### src/rtl/fpga_template_pkg.sv
// +----------------------------------------------------------------------------+
// | Module      : fpga_template_pkg                                            |
// | Description : Shared types and constants for the sample RAM read path.     |
// | Revision    : 1.0 - initial release                                        |
// +----------------------------------------------------------------------------+
`default_nettype none

package fpga_template_pkg;

    localparam int SAMPLE_W          = 24;
    localparam int DEFAULT_FRAME_LEN = 512;

    typedef logic signed [SAMPLE_W-1:0] sample_t;

    typedef enum logic [2:0] {
        IDLE    = 3'd0,
        SELECT  = 3'd1,
        ISSUE   = 3'd2,
        CAPTURE = 3'd3,
        PRESENT = 3'd4
    } arb_state_t;

    // Index width that stays legal for a single requester.
    function automatic int idx_width(input int n);
        return (n > 1) ? $clog2(n) : 1;
    endfunction

endpackage

`default_nettype wire

### src/rtl/sample_ram_arbiter_rr_pick.sv
// +----------------------------------------------------------------------------+
// | Module      : rr_pick                                                      |
// | Description : First set bit of a mask, searching upward from a start       |
// |               index with wrap-around. Purely combinational.                |
// | Revision    : 1.0 - initial release                                        |
// +----------------------------------------------------------------------------+
`default_nettype none

module rr_pick #(
    parameter int NUM_REQ = 2,
    parameter int IDX_W   = 1
) (
    input  logic [NUM_REQ-1:0] mask,
    input  logic [IDX_W-1:0]   start,
    output logic [NUM_REQ-1:0] grant,
    output logic [IDX_W-1:0]   index
);

    localparam logic [IDX_W:0] C_NUM_REQ = (IDX_W+1)'(NUM_REQ);

    logic [IDX_W:0] w_pos;

    // Walk offsets from farthest to nearest so the bit closest to start wins.
    always_comb begin
        grant = '0;
        index = '0;
        w_pos = '0;
        for (int i = NUM_REQ - 1; i >= 0; i--) begin
            w_pos = {1'b0, start} + (IDX_W+1)'(i);
            if (w_pos >= C_NUM_REQ) begin
                w_pos = w_pos - C_NUM_REQ;
            end
            if (mask[w_pos[IDX_W-1:0]]) begin
                grant                    = '0;
                grant[w_pos[IDX_W-1:0]] = 1'b1;
                index                    = w_pos[IDX_W-1:0];
            end
        end
    end

endmodule

`default_nettype wire

### src/rtl/sample_ram_arbiter.sv
// +----------------------------------------------------------------------------+
// | Module      : sample_ram_arbiter                                           |
// | Description : Reads a completed audio frame out of the sample RAM once per |
// |               subscribed consumer, round-robin. Optional dropped-pulse     |
// |               counter enabled by SAMPLE_RAM_ARB_OVERRUN_CNT_EN.            |
// | Revision    : 1.0 - initial release                                        |
// +----------------------------------------------------------------------------+
`default_nettype none

module sample_ram_arbiter
    import fpga_template_pkg::*;
#(
    parameter int NUM_REQ   = 2,
    parameter int DATA_W    = SAMPLE_W,
    parameter int FRAME_LEN = DEFAULT_FRAME_LEN,
    parameter int ADDR_W    = 10
) (
    input  logic                clk_i,
    input  logic                rst_ni,
    input  logic                buffer_ready_i,
    output logic                ram_rd_en_o,
    output logic [ADDR_W-1:0]   ram_addr_o,
    input  logic [DATA_W-1:0]   ram_rdata_i,
    input  logic [NUM_REQ-1:0]  sub_i,
    output logic [DATA_W-1:0]   rd_data_o,
    output logic [NUM_REQ-1:0]  rd_valid_o,
    input  logic [NUM_REQ-1:0]  rd_ready_i,
    output logic                rd_last_o,
    output logic                busy_o,
`ifdef SAMPLE_RAM_ARB_OVERRUN_CNT_EN
    output logic [15:0]         overrun_cnt_o,
`endif
    output logic                overrun_o
);

    localparam int                IDX_W      = idx_width(NUM_REQ);
    localparam logic [ADDR_W-1:0] C_LAST_IDX = ADDR_W'(FRAME_LEN - 1);
    localparam logic [IDX_W-1:0]  C_LAST_REQ = IDX_W'(NUM_REQ - 1);

    arb_state_t           r_state;
    arb_state_t           w_next_state;
    logic [NUM_REQ-1:0]   r_pend;
    logic [NUM_REQ-1:0]   r_grant;
    logic [IDX_W-1:0]     r_rr_ptr;
    logic                 r_frame_start;
    logic [ADDR_W-1:0]    r_idx;
    logic [DATA_W-1:0]    r_data;
    logic                 r_overrun;

    logic [NUM_REQ-1:0]   w_pick_grant;
    logic [IDX_W-1:0]     w_pick_idx;
    logic                 w_last;
    logic                 w_accept;
    logic                 w_drop;

    rr_pick #(
        .NUM_REQ (NUM_REQ),
        .IDX_W   (IDX_W)
    ) u_rr_pick (
        .mask    (r_pend),
        .start   (r_rr_ptr),
        .grant   (w_pick_grant),
        .index   (w_pick_idx)
    );

    assign w_last     = (r_idx == C_LAST_IDX);
    assign w_drop     = buffer_ready_i && (r_state != IDLE);
    assign ram_addr_o = r_idx;
    assign rd_data_o  = r_data;
    assign busy_o     = (r_state != IDLE);
    assign overrun_o  = r_overrun;

    always_ff @(posedge clk_i or negedge rst_ni) begin
        if (!rst_ni) begin
            r_state <= IDLE;
        end else begin
            r_state <= w_next_state;
        end
    end

    always_comb begin
        w_next_state = r_state;
        ram_rd_en_o  = 1'b0;
        rd_valid_o   = '0;
        rd_last_o    = 1'b0;
        w_accept     = 1'b0;
        case (r_state)
            IDLE: begin
                if (buffer_ready_i && (|sub_i)) begin
                    w_next_state = SELECT;
                end
            end
            SELECT: begin
                w_next_state = ISSUE;
            end
            ISSUE: begin
                ram_rd_en_o  = 1'b1;
                w_next_state = CAPTURE;
            end
            CAPTURE: begin
                w_next_state = PRESENT;
            end
            PRESENT: begin
                rd_valid_o = r_grant;
                rd_last_o  = w_last;
                w_accept   = |(r_grant & rd_ready_i);
                if (w_accept) begin
                    if (!w_last) begin
                        w_next_state = ISSUE;
                    end else if (|r_pend) begin
                        w_next_state = SELECT;
                    end else begin
                        w_next_state = IDLE;
                    end
                end
            end
            default: begin
                w_next_state = IDLE;
            end
        endcase
    end

    always_ff @(posedge clk_i or negedge rst_ni) begin
        if (!rst_ni) begin
            r_pend        <= '0;
            r_grant       <= '0;
            r_rr_ptr      <= '0;
            r_frame_start <= 1'b0;
            r_idx         <= '0;
            r_data        <= '0;
            r_overrun     <= 1'b0;
        end else begin
            case (r_state)
                IDLE: begin
                    if (buffer_ready_i) begin
                        r_pend        <= sub_i;
                        r_frame_start <= 1'b1;
                    end
                end
                SELECT: begin
                    r_pend        <= r_pend & ~w_pick_grant;
                    r_grant       <= w_pick_grant;
                    r_idx         <= '0;
                    r_frame_start <= 1'b0;
                    // Only the first grant of a frame moves the rotation point.
                    if (r_frame_start) begin
                        r_rr_ptr <= (w_pick_idx == C_LAST_REQ) ? '0 : w_pick_idx + 1'b1;
                    end
                end
                CAPTURE: begin
                    r_data <= ram_rdata_i;
                end
                PRESENT: begin
                    if (w_accept && !w_last) begin
                        r_idx <= r_idx + 1'b1;
                    end
                end
                default: begin
                end
            endcase
            if (w_drop) begin
                r_overrun <= 1'b1;
            end
        end
    end

`ifdef SAMPLE_RAM_ARB_OVERRUN_CNT_EN
    logic [15:0] r_overrun_cnt;

    always_ff @(posedge clk_i or negedge rst_ni) begin
        if (!rst_ni) begin
            r_overrun_cnt <= '0;
        end else if (w_drop && (r_overrun_cnt != 16'hFFFF)) begin
            r_overrun_cnt <= r_overrun_cnt + 16'd1;
        end
    end

    assign overrun_cnt_o = r_overrun_cnt;
`endif

endmodule

`default_nettype wire

### config.mk
export PLATFORM = sky130hd
export DESIGN_NAME = sample_ram_arbiter
export DESIGN_NICKNAME = d
export VERILOG_FILES = /design/src/rtl/fpga_template_pkg.sv /design/src/rtl/sample_ram_arbiter_rr_pick.sv /design/src/rtl/sample_ram_arbiter.sv
export SDC_FILE = /design/constraint.sdc
export NUM_CORES = 1
export LEC_CHECK = 0
export CORE_UTILIZATION = 40
export CTS_CLUSTER_DIAMETER = 30
export DETAILED_ROUTE_END_ITERATION = 10
export PLACE_DENSITY_LB_ADDON = 0.1
export SLEW_MARGIN = 20
export SYNTH_ARGS = -nofsm -noshare
export SYNTH_HDL_FRONTEND = slang
export SYNTH_HIERARCHICAL = 1
export SYNTH_SLANG_ARGS = --single-unit
### constraint.sdc
create_clock -name clk_i -period 2.3 [get_ports clk_i]
set_input_delay 0.46 -clock clk_i [delete_from_list [all_inputs] [get_ports clk_i]]
set_output_delay 0.46 -clock clk_i [all_outputs]
set_load 0.1 [all_outputs]
# [Word-level counts from Yosys, hierarchy flattened]
# Cells that the tools add are included.
# Widths: inputs -> output; s select.
[totals] register_bits=44 out_inout_bits=40 inputBits=31 elab_cells=78
[op_classes] n_lt_le_gt_ge=6 mux=30 n_reduce_logical=17 add_sub_neg=5 bitwise_logic=3 n_eq_ne=9
[ops] operator="$pmux 10 s2" count=1
[ops] operator="$mux 1" count=16
[ops] operator="$pmux 3 s5" count=1
[ops] operator="$add 10x1->10 const B" count=1
[ops] operator="$eq 10x9->1 const B" count=1
[ops] operator="$mux 10" count=1
[ops] operator="$mux 2" count=5
[ops] operator="$ne 2x2->1 const B" count=4
[ops] operator="$reduce_and 2->1" count=4
[ops] operator="$eq 3x2->1 const B" count=2
[ops] operator="$mux 3" count=2
[ops] operator="$reduce_or 2->1" count=3
[ops] operator="$logic_and 1x1->1" count=5
[ops] operator="$and 2x2->2" count=2
[ops] operator="$lt 1x2->1 const B" count=2
[ops] operator="$pmux 2 s2" count=1
[ops] operator="$reduce_bool 2->1" count=2
[ops] operator="$eq 3x1->1 const B" count=1
[ops] operator="$eq 3x3->1 const B" count=1
[ops] operator="$logic_not 3->1" count=1
[ops] operator="$reduce_bool 3->1" count=1
[ops] operator="$add 1x1->2 const B" count=1
[ops] operator="$demux 1 s1" count=2
[ops] operator="$ge 1x1->1 const B" count=2
[ops] operator="other kinds (7)" count=8

# [Longest topological paths before layout]
# Gate-level depths: netlist of the first run.
[depth] ltp_word=12 mapped_depth=6 mapped_depth_nobuf=5

# [Cells and area by module]
# The synthesis of the first run kept the hierarchy.
[modules_own_cells] module="sample_ram_arbiter" area_per_inst_um2=1934.4 n_inst=1 cells_per_inst=159 seq_area_each_um2=1101.1
[modules_own_cells] module="rr_pick" area_per_inst_um2=26.3 n_inst=1 cells_per_inst=4 seq_area_each_um2=0.0

# [Worst setup path after synthesis of the first run]
# OpenSTA, ideal clock, no wires.
[synth_path] kind="register to output" from="register r_idx[0], in the netlist ram_addr_o[0]" to="output port rd_last_o" path_stages_with_launch=5 setup_slack_ns=-1.073 n_path_buf=0 required_ns=1.840 arrival_ns=2.913 path_cell_list="dfrtp_1 ha_1 and4_4 nand4b_4 nor2_1"
[synth_between] elab_chain_cells=2
[synth_lines] item="from (decl)" line_no="sample_ram_arbiter.sv:46" rtl="logic [ADDR_W-1:0] r_idx;"
[synth_lines] item="from (signal assigned)" line_no="sample_ram_arbiter.sv:155" rtl="r_idx <= r_idx + 1'b1;"
[synth_lines] item="$eq 10x9->1" line_no="sample_ram_arbiter.sv:66" rtl="assign w_last = (r_idx == C_LAST_IDX);"
[synth_lines] item="$mux 1" line_no="sample_ram_arbiter.sv:87" rtl="case (r_state)"
[synth_lines] item="to (decl)" line_no="sample_ram_arbiter.sv:28" rtl="output logic rd_last_o,"
# No other way between the ends.

# [Worst setup path after layout of the first run]
# Ends and elaborated chain as after synthesis.

==> run_results.csv, run 1 <==
group,metric,value,unit
status,outcome,"finished, final reports clean",
critical_path,critical_path.max_stage_delay,410,ps
logic_synthesis,synthTopCellsByArea,"dfrtp_1 (56%), mux2_2 (14%), nand2_1 (3.6%)",
logic_synthesis,synthDistinctLibCells,37,
run,max_cap_violations,0,
sta,period_needed,2123,ps
sta,slew_violations,0,
route,via_count,1573,
logic_synthesis,avgSynthCellArea,12.03,µm²
sta,period_share,92.31,%
finish,antenna_cells,0,
route,drt-total-wl,4277,µm
finish,fin_nets,271,
critical_path,crit_slowest_cell,"dfrtp_2",
critical_path,cp_num_buf_inv,1,
global_routing,gr-total-overflow,0,
die,start_util,41.51,%
logic_synthesis,synth_largest_area_cell,"dfrtp_1",
global_routing,antenna_found_initial,0,
logic_synthesis,syn_inst,163,
die,coreArea,0.004723,mm²
critical_path,crit_type,"reg -> out",
sta,skew,6.631,ps
logic_synthesis,yosys_register_bits,44,
logic_synthesis,syn-num-nets,195,
clocking,cts_tree,"done",
clocking,cts_setup_buffers,0,
sta,rsz0062_at_grt,"no",
die,fp.dieW,72.01,µm
critical_path,crit_family,"simple AND/OR/NAND/NOR gates",
clocking,cts_sinks,44,
sta,slew_headroom,44.91,%
clocking,cts_buffers,5,
worst_hold_path,hp-class,"in -> async",
die,top_level_ports,71,
critical_path,start_kind,"flop",
clocking,ctsResizeCount,0,
clocking,insertion_delay,300,ps
critical_path,r2r_slack,380,ps
route,first_iter_violations,146,
sta,hold_viol_final,0,
sta,worstMarginPinSlew,826.3,ps
route,vias_per_cell,5.124,
route,drc,0,
finish,syn_to_final_growth,42.63,%
critical_path,cp_max_fo,6,
clocking,clockBufferDepth,2,
sta,final.setup.tns,0,ps
placement,gp_congestion,0.8063,
sta,setup_viol,0,
global_routing,grt_pass1_wl,7072,µm
global_routing,track_usage,18.07,%
placement,dp_hpwl,3226,µm
clocking,cts-htree-levels,2,
logic_synthesis,synth_top_area_share,56.16,%
finish,fin_cells,307,
critical_path,path_cells,"ha_1 > and4_4 > nand4b_4 > nor2_2 > buf_12",
global_routing,grt_max_degree,39,
critical_path,arrival,1660,ps
finish,drive_gt1_share,38.33,%
route,wl_per_cell,13.93,µm
logic_synthesis,ys_seq_area_share,56.16,%
global_routing,grt_pass1_vias,1505,
route,drtAntennaViolNets,0,
logic_synthesis,yosys_warnings,6,
clocking,cts_root_buffer,"clkbuf_8",
die,dieArea,0.005185,mm²
clocking,hold_buffers,0,
logic_synthesis,syn_area,0.001961,mm²
die,die_h,72.01,µm
die,num_rows,25,
critical_path,crit_required,1840,ps
placement,place_inst,299,
placement,port_buffers,70,
clocking,cts.clk_slew.worst_paths,80,ps
critical_path,endpoint_kind,"output pin",
sta,clock.fmax,471.0,MHz
route,first_pass_iters,4,
-- worst paths after layout --
path / from / to / depth (start not counted)
setup / recovery: ram_addr_o[0] / rd_last_o / 5
hold reg to reg: overrun_o / overrun_o / 1
max in group asynchronous: rst_ni / rd_data_o[23] / 2
hold / removal: rst_ni / rd_data_o[8] / 1
setup reg to reg: ram_addr_o[0] / r_state[0] / 5
min in group clk_i: overrun_o / overrun_o / 1
-- state kept, by name, summed over array words and instances, names as in the netlist --
signal         count
r_pend             2
r_rr_ptr           1
r_state            3
r_grant            2
r_frame_start      1
ram_addr_o        10
rd_data_o         24
overrun_o          1
-- synthesized netlist by cell type --
cell type  number
dfrtp_1        44
mux2_2         24
nand2_1        19
o21ai_0        10
a21oi_1         6
and3_1          5
nor2_1          5
mux2i_1         4
nand3_1         4
a31oi_1         3
and2_1          3
buf_2           3
inv_1           3
or4_1           3
nand2b_1        2
nor2b_1         2
nor3b_2         2
o31ai_1         2
a21boi_0        1
a21boi_1        1
a21o_1          1
a221oi_2        1
a22o_1          1
a22oi_1         1
a311oi_1        1
and4_4          1
buf_4           1
clkbuf_1        1
ha_1            1
nand3b_1        1
nand4b_4        1
nor3_1          1
nor3b_1         1
nor4b_1         1
or3_1           1
or3b_1          1
or4_4           1
-- cells in the final DEF (no fill, tap or decap), types with 2 or more instances in the layout --
cell type / n
buf_4: 40
dfrtp_1: 36
clkdlybuf4s50_1: 29
mux2_2: 24
nand2_1: 19
o21ai_0: 10
dfrtp_2: 8
a21oi_1: 6
and3_1: 5
clkbuf_8: 5
nor2_1: 4
nand3_1: 4
mux2i_1: 4
buf_12: 4
inv_1: 3
nor3b_2: 3
and2_1: 3
a31oi_1: 3
or4_1: 3
nor2b_1: 2
nand2b_1: 2
o31ai_1: 2
-- per-stage QoR --
| stage | hold WS [ps] | area (µm²) | worst slack, ps | utilization, % |
|---|---|---|---|---|
| 3_3_place_gp | 446.8 | 2711 | 322.4 | 57.40 |
| 5_1_grt | 323.4 | 2796 | 66.51 | 59.21 |
| 3_5_place_dp | 449.8 | 2711 | 270.3 | 57.40 |
| 4_1_cts | 288.6 | 2796 | 163.1 | 59.21 |
| 2_1_floorplan | 164.4 | 1978 | -300.8 | - |
| 6_report | 258.5 | 2796 | 176.8 | 59.21 |
-- per-layer routing --
layer	GRT usage, %	wire length (µm)	share of wire [%]	up-vias
met2	29.14	2222	52	54
li1	-	-	-	739
met4	6.972	82	1.9	0
met1	23.00	1754	41	773
met3	5.417	217	5.1	7
met5	0	0	0	-
-- logic make-up (layout without fill, tap and decap cells) --
family / after synthesis / count (layout) / share of synthesized area [%]
AO/OA/AOI/OAI: 28 / 28 / 8.999
adder cells (fa/ha/maj): 1 / 1 / 0.6381
buffers and inverters: 8 / 85 / 1.914
flip-flops: 44 / 44 / 56.16
multiplexers: 28 / 28 / 15.83
AND/OR/NAND/NOR: 54 / 54 / 16.46
-- area by class of cell --
| type | instances | area, µm² |
|---|---|---|
| clock buffers | 6 | 72.57 |
| fillers | 392 | 1927 |
| clock inverters | 2 | 12.51 |
| multi-input cells | 111 | 829.5 |
| flip-flops and latches | 44 | 1111 |
| repair buffers | 74 | 675.6 |
| inverters | 3 | 11.26 |
| well taps | 67 | 83.83 |
Power of run 1 is not shown: default switching activity piles up to over one toggle a cycle in this logic, so the estimate is an artifact.
==> run 2, diff against run 1 <==
--- a/config.mk
+++ b/config.mk
@@ -5,6 +5,7 @@
 export SDC_FILE = /design/constraint.sdc
 export NUM_CORES = 1
 export LEC_CHECK = 0
+export CORE_MARGIN = 8
 export CORE_UTILIZATION = 40
 export CTS_CLUSTER_DIAMETER = 30
 export DETAILED_ROUTE_END_ITERATION = 10
==> run 2 against run 1 <==
Effect of this change:
- fmax increased by 1.3%
- register-to-register slack about the same
- hold slack got worse by 1.6 ps
- global-route usage decreased by 4.3 points
- first-iteration DRC count decreased by 80%
- clock-buffer cell count unchanged
- sequential share of layout area decreased by 0.18 points
- die area increased by 43%
- cell count unchanged
==> run_results.csv, run 2 (same netlist as run 1, synthesis figures left out) <==
group,metric,value,unit
run,max_cap_violations,0,
placement,pre_cts_ws,222.5,ps
global_routing,grt_max_degree,39,
sta,skew,8.909,ps
sta,rsz0062_at_grt,"no",
sta,period_share,91.12,%
critical_path,crit_slowest_cell,"dfrtp_2",
critical_path,path_cells,"ha_1 > and4_4 > nand4b_4 > nor2_2 > buf_12",
global_routing,track_usage,13.73,%
finish,final_common_cell,"buf_4",
clocking,cts_sinks,44,
route,vias_per_cell,5.052,
clocking,cts_buffers,5,
critical_path,arrival,1640,ps
finish,seq_area,0.001111,mm²
route,drc,0,
die,top_level_ports,71,
finish,nFillCells,392,
status,outcome,"finished, final reports clean",
global_routing,gr-total-overflow,0,
route,wl_per_cell,15.92,µm
clocking,insertion_delay,300,ps
global_routing,antenna_found_initial,0,
finish,syn_to_final_growth,43.27,%
clocking,cts-htree-levels,2,
clocking,hold_buffers,0,
finish,fin_nets,271,
route,first_iter_violations,29,
sta,final.setup.tns,0,ps
global_routing,grt_pass1_vias,1583,
clocking,ctsResizeCount,0,
critical_path,crit_type,"reg -> out",
die,fp.dieW,86.01,µm
sta,slew_headroom,45.41,%
die,dieArea,0.007398,mm²
die,coreArea,0.004723,mm²
critical_path,endpoint_kind,"output pin",
finish,drive_gt1_share,38.33,%
worst_hold_path,hp-class,"in -> async",
placement,gp_congestion,0.8138,
sta,hold_viol_final,0,
clocking,cts_root_buffer,"clkbuf_8",
die,die_h,86.01,µm
sta,setup_slack,204.3,ps
sta,worstMarginPinSlew,818.8,ps
finish,final_cell_mix,"buf_4 (39), dfrtp_1 (36), clkdlybuf4s50_1 (29), mux2_2 (24), nand2_1 (19)",
clocking,cts_tree,"done",
sta,period_needed,2096,ps
critical_path,start_kind,"flop",
die,start_util,41.51,%
route,drt-total-wl,4888,µm
sta,clock.fmax,477.2,MHz
placement,port_buffers,70,
critical_path,critical_path.max_stage_delay,410,ps
placement,dp_hpwl,3785,µm
route,drtAntennaViolNets,0,
global_routing,grt_pass1_wl,8045,µm
sta,hold_slack,256.9,ps
route,first_pass_iters,4,
finish,antenna_cells,0,
clocking,cts.clk_slew.worst_paths,90,ps
critical_path,crit_family,"simple AND/OR/NAND/NOR gates",
sta,slew_violations,0,
sta,setup_viol,0,
finish,multiInputGateArea,829.5,µm²
route,via_count,1551,
placement,place_inst,299,
critical_path,cp_max_fo,6,
finish,largest_register_ffs,24,
die,num_rows,25,
finish,fin_cells,307,
clocking,cts_setup_buffers,0,
critical_path,crit_required,1840,ps
clocking,clockBufferDepth,2,
critical_path,cp_num_buf_inv,1,
## run 2: worst paths after layout
path / from / end / slack, ps / cells after the start
min in group clk_i: overrun_o / overrun_o / 470 / 1
max in group asynchronous: rst_ni / rd_data_o[15] / 1420 / 2
hold reg to reg: overrun_o / overrun_o / 470 / 1
hold / removal: rst_ni / rd_data_o[13] / 260 / 1
setup / recovery: ram_addr_o[0] / rd_last_o / 200 / 5
setup reg to reg: ram_addr_o[0] / r_state[0] / 370 / 5
## run 2: metrics by stage
step | area (µm²) | utilization (%)
floorplan | 1978 | -
global placement | 2724 | 57.67
detailed placement | 2724 | 57.67
CTS | 2809 | 59.47
global route | 2809 | 59.47
finish | 2809 | 59.47
## run 2: layout make-up
class	count	area share, %
flip-flops and latches	44	39.55
multi-input cells	111	29.53
repair buffers	74	24.50
well taps	67	2.984
clock buffers	6	2.584
clock inverters	2	0.4454
inverters	3	0.4009
## run 2: metal layers
metal	GRT usage, %	vias up	routed length (µm)
li1	-	741	-
met1	15.83	739	2002
met2	21.97	64	2365
met3	6.686	7	457
met4	3.822	0	62
met5	0	-	0
## run 2: worst reg2reg max path, stage by stage, from the launching register on
cell and delay, ps:
dfrtp_2 410, ha_1 190, and4_4 260, nand4b_4 140, or4_4 550, a221oi_2 290
Power of run 2 is left out for the same reason.
